**config.mk**
```make
export PLATFORM = sky130hd
export DESIGN_NAME = pcie_dllp_rx
export DESIGN_NICKNAME = d
export VERILOG_FILES = /design/src/rtl/pcie_dllp_rx.sv
export SDC_FILE = /design/constraint.sdc
export NUM_CORES = 1
export LEC_CHECK = 0
export ABC_AREA = 1
export BUFFER_PORTS_ARGS = -buffer_cell sky130_fd_sc_hd__clkbuf_2
export CAP_MARGIN = 10
export CORE_MARGIN = 2
export CORE_UTILIZATION = 40
export CTS_CLUSTER_SIZE = 16
export DETAILED_ROUTE_END_ITERATION = 10
export PLACE_DENSITY_LB_ADDON = 0.3
export SYNTH_ARGS = -nofsm -noshare
export SYNTH_HDL_FRONTEND = slang
export SYNTH_SLANG_ARGS = --single-unit
```
**constraint.sdc**
```tcl
create_clock -name clk -period 6.76 [get_ports clk]
set_input_delay 0.676 -clock clk [delete_from_list [all_inputs] [get_ports clk]]
set_output_delay 0.676 -clock clk [all_outputs]
set_load 0.02 [all_outputs]
```
**src/rtl/pcie_dllp_rx.sv**
```systemverilog
// DLLP receive path: link_up-gated input register, CRC-16 check and type decode, output FIFO, VC0 FC-init FSM.
// Latency 2 cycles from dllp_valid to out_valid (empty FIFO); out_ready backpressure, good DLLPs dropped and counted when the FIFO is full.
module pcie_dllp_rx #(
    parameter int DATA_WIDTH = 128,
    parameter int FIFO_DEPTH = 4
) (
    input  logic                  clk,
    input  logic                  rst_n,
    input  logic                  link_up,
    input  logic [DATA_WIDTH-1:0] dllp_in,
    input  logic                  dllp_valid,
    output logic                  out_valid,
    input  logic                  out_ready,
    output logic [2:0]            out_kind,
    output logic [11:0]           out_seq,
    output logic [1:0]            out_fc_type,
    output logic [2:0]            out_vc,
    output logic [7:0]            out_hdr_fc,
    output logic [11:0]           out_data_fc,
    output logic                  fc_init_done,
    output logic [15:0]           crc_err_cnt,
    output logic [15:0]           drop_cnt
);
    localparam int PW = (FIFO_DEPTH > 1) ? $clog2(FIFO_DEPTH) : 1;

    localparam logic [2:0] K_ACK     = 3'd0;
    localparam logic [2:0] K_NAK     = 3'd1;
    localparam logic [2:0] K_INITFC1 = 3'd2;
    localparam logic [2:0] K_INITFC2 = 3'd3;
    localparam logic [2:0] K_UPDFC   = 3'd4;
    localparam logic [2:0] K_PM      = 3'd5;
    localparam logic [2:0] K_VENDOR  = 3'd6;

    typedef struct packed {
        logic [2:0]  kind;
        logic [11:0] seq;
        logic [1:0]  fc_type;
        logic [2:0]  vc;
        logic [7:0]  hdr_fc;
        logic [11:0] data_fc;
    } ent_t;

    typedef enum logic [1:0] {
        FC_INIT1 = 2'd0,
        FC_INIT2 = 2'd1,
        FC_DONE  = 2'd2
    } fc_state_t;

    // Bits processed byte 0 first, LSB first; the inverted remainder is bit-reversed into bytes 6-7.
    function automatic logic [15:0] dllp_crc(input logic [47:0] m);
        logic [15:0] c;
        logic [15:0] r;
        logic        fb;
        c = 16'hFFFF;
        for (int i = 0; i < 48; i++) begin
            fb = c[15] ^ m[i];
            c  = {c[14:0], 1'b0} ^ (fb ? 16'h100B : 16'h0000);
        end
        c = ~c;
        for (int k = 0; k < 16; k++) begin
            r[k] = c[15-k];
        end
        return r;
    endfunction

    logic            r_s1_vld;
    logic [63:0]     r_s1_dat;
    ent_t            r_mem [FIFO_DEPTH];
    logic [PW-1:0]   r_wr_ptr;
    logic [PW-1:0]   r_rd_ptr;
    logic [PW:0]     r_cnt;
    logic [15:0]     r_crc_err_cnt;
    logic [15:0]     r_drop_cnt;
    logic [2:0]      r_flags;
    fc_state_t       r_fc_state;
    fc_state_t       w_fc_nxt;

    logic            w_s2_vld;
    logic            w_crc_ok;
    logic            w_known;
    logic            w_good;
    logic            w_full;
    logic            w_pop;
    logic            w_push;
    logic            w_drop;
    logic            w_crc_bad;
    logic            w_fc_vc0;
    logic [2:0]      w_flags_set;
    logic [7:0]      w_t;
    ent_t            w_ent;
    ent_t            w_head;

    generate
        if (DATA_WIDTH > 64) begin : g_upper
            logic w_unused;
            assign w_unused = ^dllp_in[DATA_WIDTH-1:64];
        end
    endgenerate

    always_ff @(posedge clk or negedge rst_n) begin
        if (!rst_n) begin
            r_s1_vld <= 1'b0;
            r_s1_dat <= '0;
        end else begin
            r_s1_vld <= dllp_valid & link_up;
            if (dllp_valid && link_up) begin
                r_s1_dat <= dllp_in[63:0];
            end
        end
    end

    assign w_s2_vld = r_s1_vld & link_up;
    assign w_crc_ok = (dllp_crc(r_s1_dat[47:0]) == r_s1_dat[63:48]);
    assign w_t      = r_s1_dat[7:0];

    always_comb begin
        w_ent   = '0;
        w_known = 1'b0;
        case (w_t)
            8'h00, 8'h10: begin
                w_known    = 1'b1;
                w_ent.kind = w_t[4] ? K_NAK : K_ACK;
                w_ent.seq  = {r_s1_dat[19:16], r_s1_dat[31:24]};
            end
            8'h20, 8'h21, 8'h23, 8'h24: begin
                w_known    = 1'b1;
                w_ent.kind = K_PM;
            end
            8'h30: begin
                w_known    = 1'b1;
                w_ent.kind = K_VENDOR;
            end
            default: begin
                if (w_t[7:6] != 2'b00 && w_t[5:4] != 2'b11 && !w_t[3]) begin
                    w_known       = 1'b1;
                    w_ent.kind    = (w_t[7:6] == 2'b01) ? K_INITFC1 :
                                    (w_t[7:6] == 2'b11) ? K_INITFC2 : K_UPDFC;
                    w_ent.fc_type = w_t[5:4];
                    w_ent.vc      = w_t[2:0];
                    w_ent.hdr_fc  = {r_s1_dat[13:8], r_s1_dat[23:22]};
                    w_ent.data_fc = {r_s1_dat[19:16], r_s1_dat[31:24]};
                end
            end
        endcase
    end

    assign w_good    = w_s2_vld & w_crc_ok & w_known;
    assign w_crc_bad = w_s2_vld & ~w_crc_ok;
    assign w_full    = (r_cnt == (PW+1)'(FIFO_DEPTH));
    assign w_pop     = out_valid & out_ready;
    assign w_push    = w_good & (~w_full | w_pop);
    assign w_drop    = (w_s2_vld & w_crc_ok & ~w_known) | (w_good & w_full & ~w_pop);

    always_ff @(posedge clk) begin
        if (w_push && link_up) begin
            r_mem[r_wr_ptr] <= w_ent;
        end
    end

    always_ff @(posedge clk or negedge rst_n) begin
        if (!rst_n) begin
            r_wr_ptr <= '0;
            r_rd_ptr <= '0;
            r_cnt    <= '0;
        end else if (!link_up) begin
            r_wr_ptr <= '0;
            r_rd_ptr <= '0;
            r_cnt    <= '0;
        end else begin
            if (w_push) begin
                r_wr_ptr <= r_wr_ptr + 1'b1;
            end
            if (w_pop) begin
                r_rd_ptr <= r_rd_ptr + 1'b1;
            end
            case ({w_push, w_pop})
                2'b10:   r_cnt <= r_cnt + 1'b1;
                2'b01:   r_cnt <= r_cnt - 1'b1;
                default: r_cnt <= r_cnt;
            endcase
        end
    end

    always_ff @(posedge clk or negedge rst_n) begin
        if (!rst_n) begin
            r_crc_err_cnt <= '0;
            r_drop_cnt    <= '0;
        end else begin
            if (w_crc_bad && r_crc_err_cnt != 16'hFFFF) begin
                r_crc_err_cnt <= r_crc_err_cnt + 16'd1;
            end
            if (w_drop && r_drop_cnt != 16'hFFFF) begin
                r_drop_cnt <= r_drop_cnt + 16'd1;
            end
        end
    end

    // FC progress follows every good DLLP, including ones the full FIFO had to drop.
    assign w_fc_vc0    = w_good & (w_ent.vc == 3'd0);
    assign w_flags_set = (w_fc_vc0 && w_ent.kind == K_INITFC1) ? (3'b001 << w_ent.fc_type) : 3'b000;

    always_ff @(posedge clk or negedge rst_n) begin
        if (!rst_n) begin
            r_fc_state <= FC_INIT1;
        end else begin
            r_fc_state <= w_fc_nxt;
        end
    end

    always_comb begin
        w_fc_nxt = r_fc_state;
        if (!link_up) begin
            w_fc_nxt = FC_INIT1;
        end else begin
            case (r_fc_state)
                FC_INIT1: if (&(r_flags | w_flags_set)) w_fc_nxt = FC_INIT2;
                FC_INIT2: if (w_fc_vc0 && (w_ent.kind == K_INITFC2 || w_ent.kind == K_UPDFC)) w_fc_nxt = FC_DONE;
                FC_DONE:  w_fc_nxt = FC_DONE;
                default:  w_fc_nxt = FC_INIT1;
            endcase
        end
    end

    always_comb begin
        fc_init_done = (r_fc_state == FC_DONE);
    end

    always_ff @(posedge clk or negedge rst_n) begin
        if (!rst_n) begin
            r_flags <= '0;
        end else if (!link_up || r_fc_state != FC_INIT1 || w_fc_nxt != FC_INIT1) begin
            r_flags <= '0;
        end else begin
            r_flags <= r_flags | w_flags_set;
        end
    end

    assign out_valid   = (r_cnt != '0);
    assign w_head      = out_valid ? r_mem[r_rd_ptr] : '0;
    assign out_kind    = w_head.kind;
    assign out_seq     = w_head.seq;
    assign out_fc_type = w_head.fc_type;
    assign out_vc      = w_head.vc;
    assign out_hdr_fc  = w_head.hdr_fc;
    assign out_data_fc = w_head.data_fc;
    assign crc_err_cnt = r_crc_err_cnt;
    assign drop_cnt    = r_drop_cnt;

endmodule
```
# Yosys cells after proc, flatten, opt, wreduce, memory -nomap -nowiden
# Memories as Yosys holds them, arrays and structs flattened.
# Cells that the tools add are included.
[op_classes] reduce_logical=24 n_mux=73 n_eq_ne=23 n_addsub=6 shifts=1 bitwise_logic=114
[op_table] op="bitwise XOR 16 x 13 -> 16 bit" n=47
[op_table] op="two-way mux 13 bit" n=48
[op_table] op="two-way mux 25 bit" n=2
[op_table] op="bitwise XOR 1 bit" n=47
[op_table] op="equality test 8 x 6 -> 1 bit (second input constant)" n=5
[op_table] op="two-way mux 40 bit" n=1
[op_table] op="adder 16 x 1 -> 16 bit (second input constant)" n=2
[op_table] op="!= test 16 bit (second input constant)" n=2
[op_table] op="two-way mux 3 bit" n=6
[op_table] op="equality test 16 bit" n=1
[op_table] op="NOT 16 bit" n=1
[op_table] op="NOT 12 -> 15 bit" n=1
[op_table] op="two-way mux 2 bit" n=7
[op_table] op="two-way mux 12 bit" n=1
[op_table] op="bitwise AND 1 bit" n=11
[op_table] op="case mux 3 bit (3 select lines)" n=1
[op_table] op="equality test 8 x 5 -> 1 bit (second input constant)" n=1
[op_table] op="logical AND 1 bit" n=8
[op_table] op="zero test 8 bit" n=1
[op_table] op="OR reduction 7 bit" n=1
[op_table] op="equality test 2 x 1 -> 1 bit (second input constant)" n=3
[op_table] op="equality test 2 bit (second input constant)" n=3
[op_table] op="equality test 3 x 2 -> 1 bit (second input constant)" n=2
[op_table] op="equality test 3 bit (second input constant)" n=2
[op_table] op="other kinds (22)" n=37
[totals] in_bits=133 ram_bits=160 out_inout_bits=74 register_bits=109 mem_count=1
[memory_table] name="r_mem" depth=4 width=40 read_ports=1 rd_ports_with_merged_regs=0 write_ports=1 line_no="68" rtl="ent_t r_mem [FIFO_DEPTH];"

# Logic depth before layout (Yosys ltp)
[logic_depth] depth_word=158 ltp_mapped=43

# Worst setup path after synthesis
# No wires, ideal clock.
[synth_path] path_type="register to register" startpoint="reg r_s1_dat[3]" endpoint="mem r_mem[0][0] (netlist name), enable pin" required_ps=6323 slack_ps=1260 arrival_time_ps=5063 setup_time_ps=437 path_buffers=0 path_stages_with_launch=36 path_cell_list="dfrtp_1 > inv_2 > ha_1 > nand2_1 > inv_1 > nor2_1 > nand2_1 > nand2_1 > inv_2 > nand3_1 > nand2_1 > nand2_2 > nand2_4 > nand2_2 > inv_2 > nor2_4 > nand2_2 > nand2_4 > nand2_4 > nand3_2 > nand2_4 > nand2_4 > nand2_8 > nand2_8 > nand2_8 > inv_2 > nand2_1 > nand3_2 > nand2_1 > nor2_1 > nand2_1 > nor2_4 > nand3_2 > nor2_2 > inv_1 > nor2_1"
[synth_between] elab_chain_cells=77
[synth_rtl] element="start, declared" line_no="67" rtl="logic [63:0] r_s1_dat;"
[synth_rtl] element="start signal, assigned" line_no="107" rtl="r_s1_dat <= dllp_in[63:0];"
[synth_rtl] element="bitwise XOR 1 bit" line_no="56" rtl="fb = c[15] ^ m[i];"
[synth_rtl] element="two-way mux 13 bit" line_no="57" rtl="c = {c[14:0], 1'b0} ^ (fb ? 16'h100B : 16'h0000);"
[synth_rtl] element="bitwise XOR 16 x 13 -> 16 bit (4 in a row)" line_no="57"
[synth_rtl] element="bitwise XOR 1 bit" line_no="56"
[synth_rtl] element="two-way mux 13 bit" line_no="57"
[synth_rtl] element="bitwise XOR 16 x 13 -> 16 bit (4 in a row)" line_no="57"
[synth_rtl] element="bitwise XOR 1 bit" line_no="56"
[synth_rtl] element="two-way mux 13 bit" line_no="57"
[synth_rtl] element="[55 not listed]"
[synth_rtl] element="NOT 16 bit" line_no="59" rtl="c = ~c;"
[synth_rtl] element="equality test 16 bit" line_no="113" rtl="assign w_crc_ok = (dllp_crc(r_s1_dat[47:0]) == r_s1_dat[63:48]);"
[synth_rtl] element="bitwise AND 1 bit" line_no="147" rtl="assign w_good = w_s2_vld & w_crc_ok & w_known;"
[synth_rtl] element="bitwise AND 1 bit (*)" line_no="147"
[synth_rtl] element="bitwise AND 1 bit (*)" line_no="151" rtl="assign w_push = w_good & (~w_full | w_pop);"
[synth_rtl] element="logical AND 1 bit (*)" line_no="155" rtl="if (w_push && link_up) begin"
[synth_rtl] element="two-way mux 1 bit (*)" line_no="155"
[synth_rtl] element="two-way mux 1 bit (implied by the code) (*)" line_no="156" rtl="r_mem[r_wr_ptr] <= w_ent;"
[synth_rtl] element="end, declared" line_no="68"
# Mark *: on every way between the ends. The rest lies on a longest branch, timed or not.

# Final worst setup path
[layout_path] startpoint="reg r_s1_dat[0]" endpoint="mem r_mem[2][22] (netlist name), enable pin"
[layout_between] elab_chain_cells=79
[layout_rtl] element="two-way mux 13 bit" line_no="57"
[layout_rtl] element="NOT 12 -> 15 bit (no line)"
[layout_rtl] element="bitwise XOR 16 x 13 -> 16 bit (3 in a row)" line_no="57"
[layout_rtl] element="bitwise XOR 1 bit" line_no="56"
[layout_rtl] element="two-way mux 13 bit" line_no="57"
[layout_rtl] element="bitwise XOR 16 x 13 -> 16 bit (4 in a row)" line_no="57"
[layout_rtl] element="bitwise XOR 1 bit" line_no="56"
[layout_rtl] element="two-way mux 13 bit" line_no="57"
[layout_rtl] element="[58 not listed]"
[layout_rtl] element="NOT 16 bit" line_no="59"
[layout_rtl] element="equality test 16 bit" line_no="113"
[layout_rtl] element="bitwise AND 1 bit" line_no="147"
[layout_rtl] element="bitwise AND 1 bit (*)" line_no="147"
[layout_rtl] element="bitwise AND 1 bit (*)" line_no="151"
[layout_rtl] element="logical AND 1 bit (*)" line_no="155"
[layout_rtl] element="two-way mux 1 bit (*)" line_no="155"
[layout_rtl] element="two-way mux 1 bit (implied by the code) (*)" line_no="156"
# Marked as above.

==> flow_summary.ini <==
[logic_synthesis]
synth_top_family_by_area = simple AND/OR/NAND/NOR gates
synthArstFlopShare_pct = 40.5
syn_area_um2 = 15700
synth_top_area_cell = edfxtp_1
syn-instance-count = 1980
muxShareOfSynthArea_pct = 0
synth_fa_ha_area_share_pct = 1.00
yosys-top-cells-area = edfxtp_1 (31%), dfrtp_1 (17%), nand2_1 (13%)
synth_seq_cells = 269
synth_fp_nets = 2125
synth_edf_count = 160
syn_area_per_cell_um2 = 7.92
synth_warnings = 0
yosys_most_used_dff = edfxtp_1
yosys.area_share.simple_pct = 34.7
yosysSeqAreaShare_pct = 48.0
yosysTopAreaCellShare_pct = 30.6
synth_xor_area_share_pct = 3.26
ys_types = 44
synth_compound_area_share_pct = 6.75

[global_routing]
overflow = 0
grt_pass1_wl_um = 66400
grt_usage_pct = 20.3
grt_pass1_vias = 12600
grt_start_max_net_pins = 76
antenna_found_initial = 1

[clocking]
cts-root-buf = clkbuf_16
clk_latency_ns = 0.60
cts_tree = yes
holdBufCountCts = 0
postCtsSetupBuffers = 0
path_clk_slew_ns = 0.06
cts_resized = 0
htree_levels = 1
max-clock-path-buffers = 3
cts_sinks = 269
cts_buffers = 30

[timing]
worst_slack_ns = 1.33
setup_viol = 0
min_period_ns = 5.43
clock_skew_ns = 0.0475
fmax_ghz = 0.184
rsz0062_at_grt = no
finalHoldViolCount = 0
finalSetupTns_ns = 0
slew_headroom_pct = 31.4
fin_crit_sh_pct = 80.4
finalMaxSlewViolations = 0
tightest_slew_ns = 1.03

[detailed_routing]
drc = 0
via_per_inst = 5.02
drt-initial-drc-count = 974
drtPass1Iterations = 5
via_count = 13300
ant_nets = 0
wirelength_um = 41700
drt-wirelength-per-cell_um = 15.7

[layout]
syn2layout_area_growth_pct = 14.3
drive_gt1_share_pct = 17.5
antennaDiodeCount = 0
nFillCells = 3782
final_net_count = 2259

[run]
maxCapViolCount = 0

[setup_path]
cp-start-kind = flop
critPathMostFrequentCell = nand2_1
worst-setup-path-type = flop to flop
cp_data_required_time_ns = 6.96
end_kind = flop
cpPeakStageDelay_ns = 0.54
critPathArrivalTime_ns = 5.63
rr_worst_depth = 30
cp_slowest_cell = buf_4
crit_path_max_fanout = 40

[floorplanning]
core-area_um2 = 38600
start_util_pct = 40.6
core.rowCount = 72
fp.dieW_um = 202
die_h_um = 202
io_pins = 207
die_area_um2 = 40800

[place]
io_buffer_count = 142
pre_cts_slack_ns = 1.34
gp_congestion = 0.889
dp_hpwl_um = 29800

[worst_hold_path]
worstHoldPathType = input port to async pin

[outcome]
status = completed
final cells by class:
| type | instances | area, um2 | area share (%) |
|---|---|---|---|
| Sequential cell | 269 | 7530 | 42.0 |
| Multi-Input combinational cell | 1451 | 7210 | 40.2 |
| Clock buffer | 45 | 827 | 4.61 |
| Timing Repair Buffer | 152 | 813 | 4.53 |
| Inverter | 210 | 792 | 4.42 |
| Tap cell | 518 | 648 | 3.61 |
| Clock inverter | 10 | 108 | 0.600 |
layout by cell type (no fill, tap or decap), types with 3 or more instances in the layout:
cell       Yosys  layout
clkbuf_16      0      30
clkinv_1       3       4
buf_4          1       9
nor2_4         3       8
clkinv_2       0       4
edfxtp_1     160     160
o21ai_1        6       6
nor3_1        13      13
nor4_1         6       6
xor2_1        42      42
nor2_1       261     256
nand2_8        3       3
nand2_1      553     553
nor2_2         6       6
inv_2         33      34
nand3_1      181     181
clkbuf_1      45      13
ha_1          11      11
nand2_4       33      33
nand4_1       13      13
nand3b_1       3       3
dfrtp_1      109     108
inv_1        173     172
nand3_2       32      32
a21oi_1       48      48
o21ai_0      149     149
nand2_2       58      58
clkbuf_2       0     141
xnor2_1       12      12
final timing paths:
kind / from / to / slack, ns
setup / recovery: r_s1_dat[0] / r_mem[2][22] / 1.33
hold / removal: rst_n / crc_err_cnt[0] / 0.18
setup reg to reg: r_s1_dat[0] / r_mem[2][22] / 1.33
hold reg to reg: crc_err_cnt[8] / crc_err_cnt[8] / 0.50
max in group asynchronous: rst_n / r_rd_ptr[0] / 5.33
min in group clk: dllp_in[34] / r_s1_dat[34] / 0.28
stage by stage:
stage / util (%) / instance area [um2] / hold slack, ns / instances
6_report: 46.4 / 17900 / 0.183 / 2655
5_1_grt: 46.4 / 17900 / 0.251 / 2655
4_1_cts: 46.4 / 17900 / 0.205 / 2655
3_5_place_dp: 44.0 / 17000 / 0.494 / 2600
3_3_place_gp: 44.0 / 17000 / 0.485 / 2600
2_1_floorplan: - / 15700 / 0.380 / 1980
worst max-delay path, delay by kind of cell (launching register included):
kind	cells	cell delay, ns
fa+ha+maj	1	0.36
buf+inv	5	1.05
flops	1	0.51
simple gates	24	3.17
synth_stat cells (42+ instances only):
library cell,number
edfxtp_1,160
nand3_1,181
dfrtp_1,109
o21ai_0,149
nor2_1,261
xor2_1,42
clkbuf_1,45
a21oi_1,48
nand2_1,553
inv_1,173
nand2_2,58
cells by family after synthesis:
group	after synthesis
AO/OA/AOI/OAI	209
XOR/XNOR	56
adder cells (fa/ha/maj)	12
buffers and inverters	260
flip-flops	269
AND/OR/NAND/NOR	1174
registers in the layout (all words and copies together), names as in the netlist:
signal and cells:
drop_cnt 16, crc_err_cnt 16, r_s1_vld 1, r_cnt 3
r_wr_ptr 2, r_flags 3, r_mem 160, r_s1_dat 64
r_fc_state 2, r_rd_ptr 2
layer usage:
| metal | vias up | track usage, % | share of wire [%] |
|---|---|---|---|
| met5 | - | 0 | 0 |
| met4 | 0 | 5.44 | 2.3 |
| met3 | 63 | 1.93 | 4.5 |
| met2 | 317 | 34.4 | 47 |
| met1 | 6258 | 28.1 | 46 |
| li1 | 6684 | - | - |
Power is not shown: default switching activity piles up to over one toggle a cycle in this logic, so the estimate is an artifact.
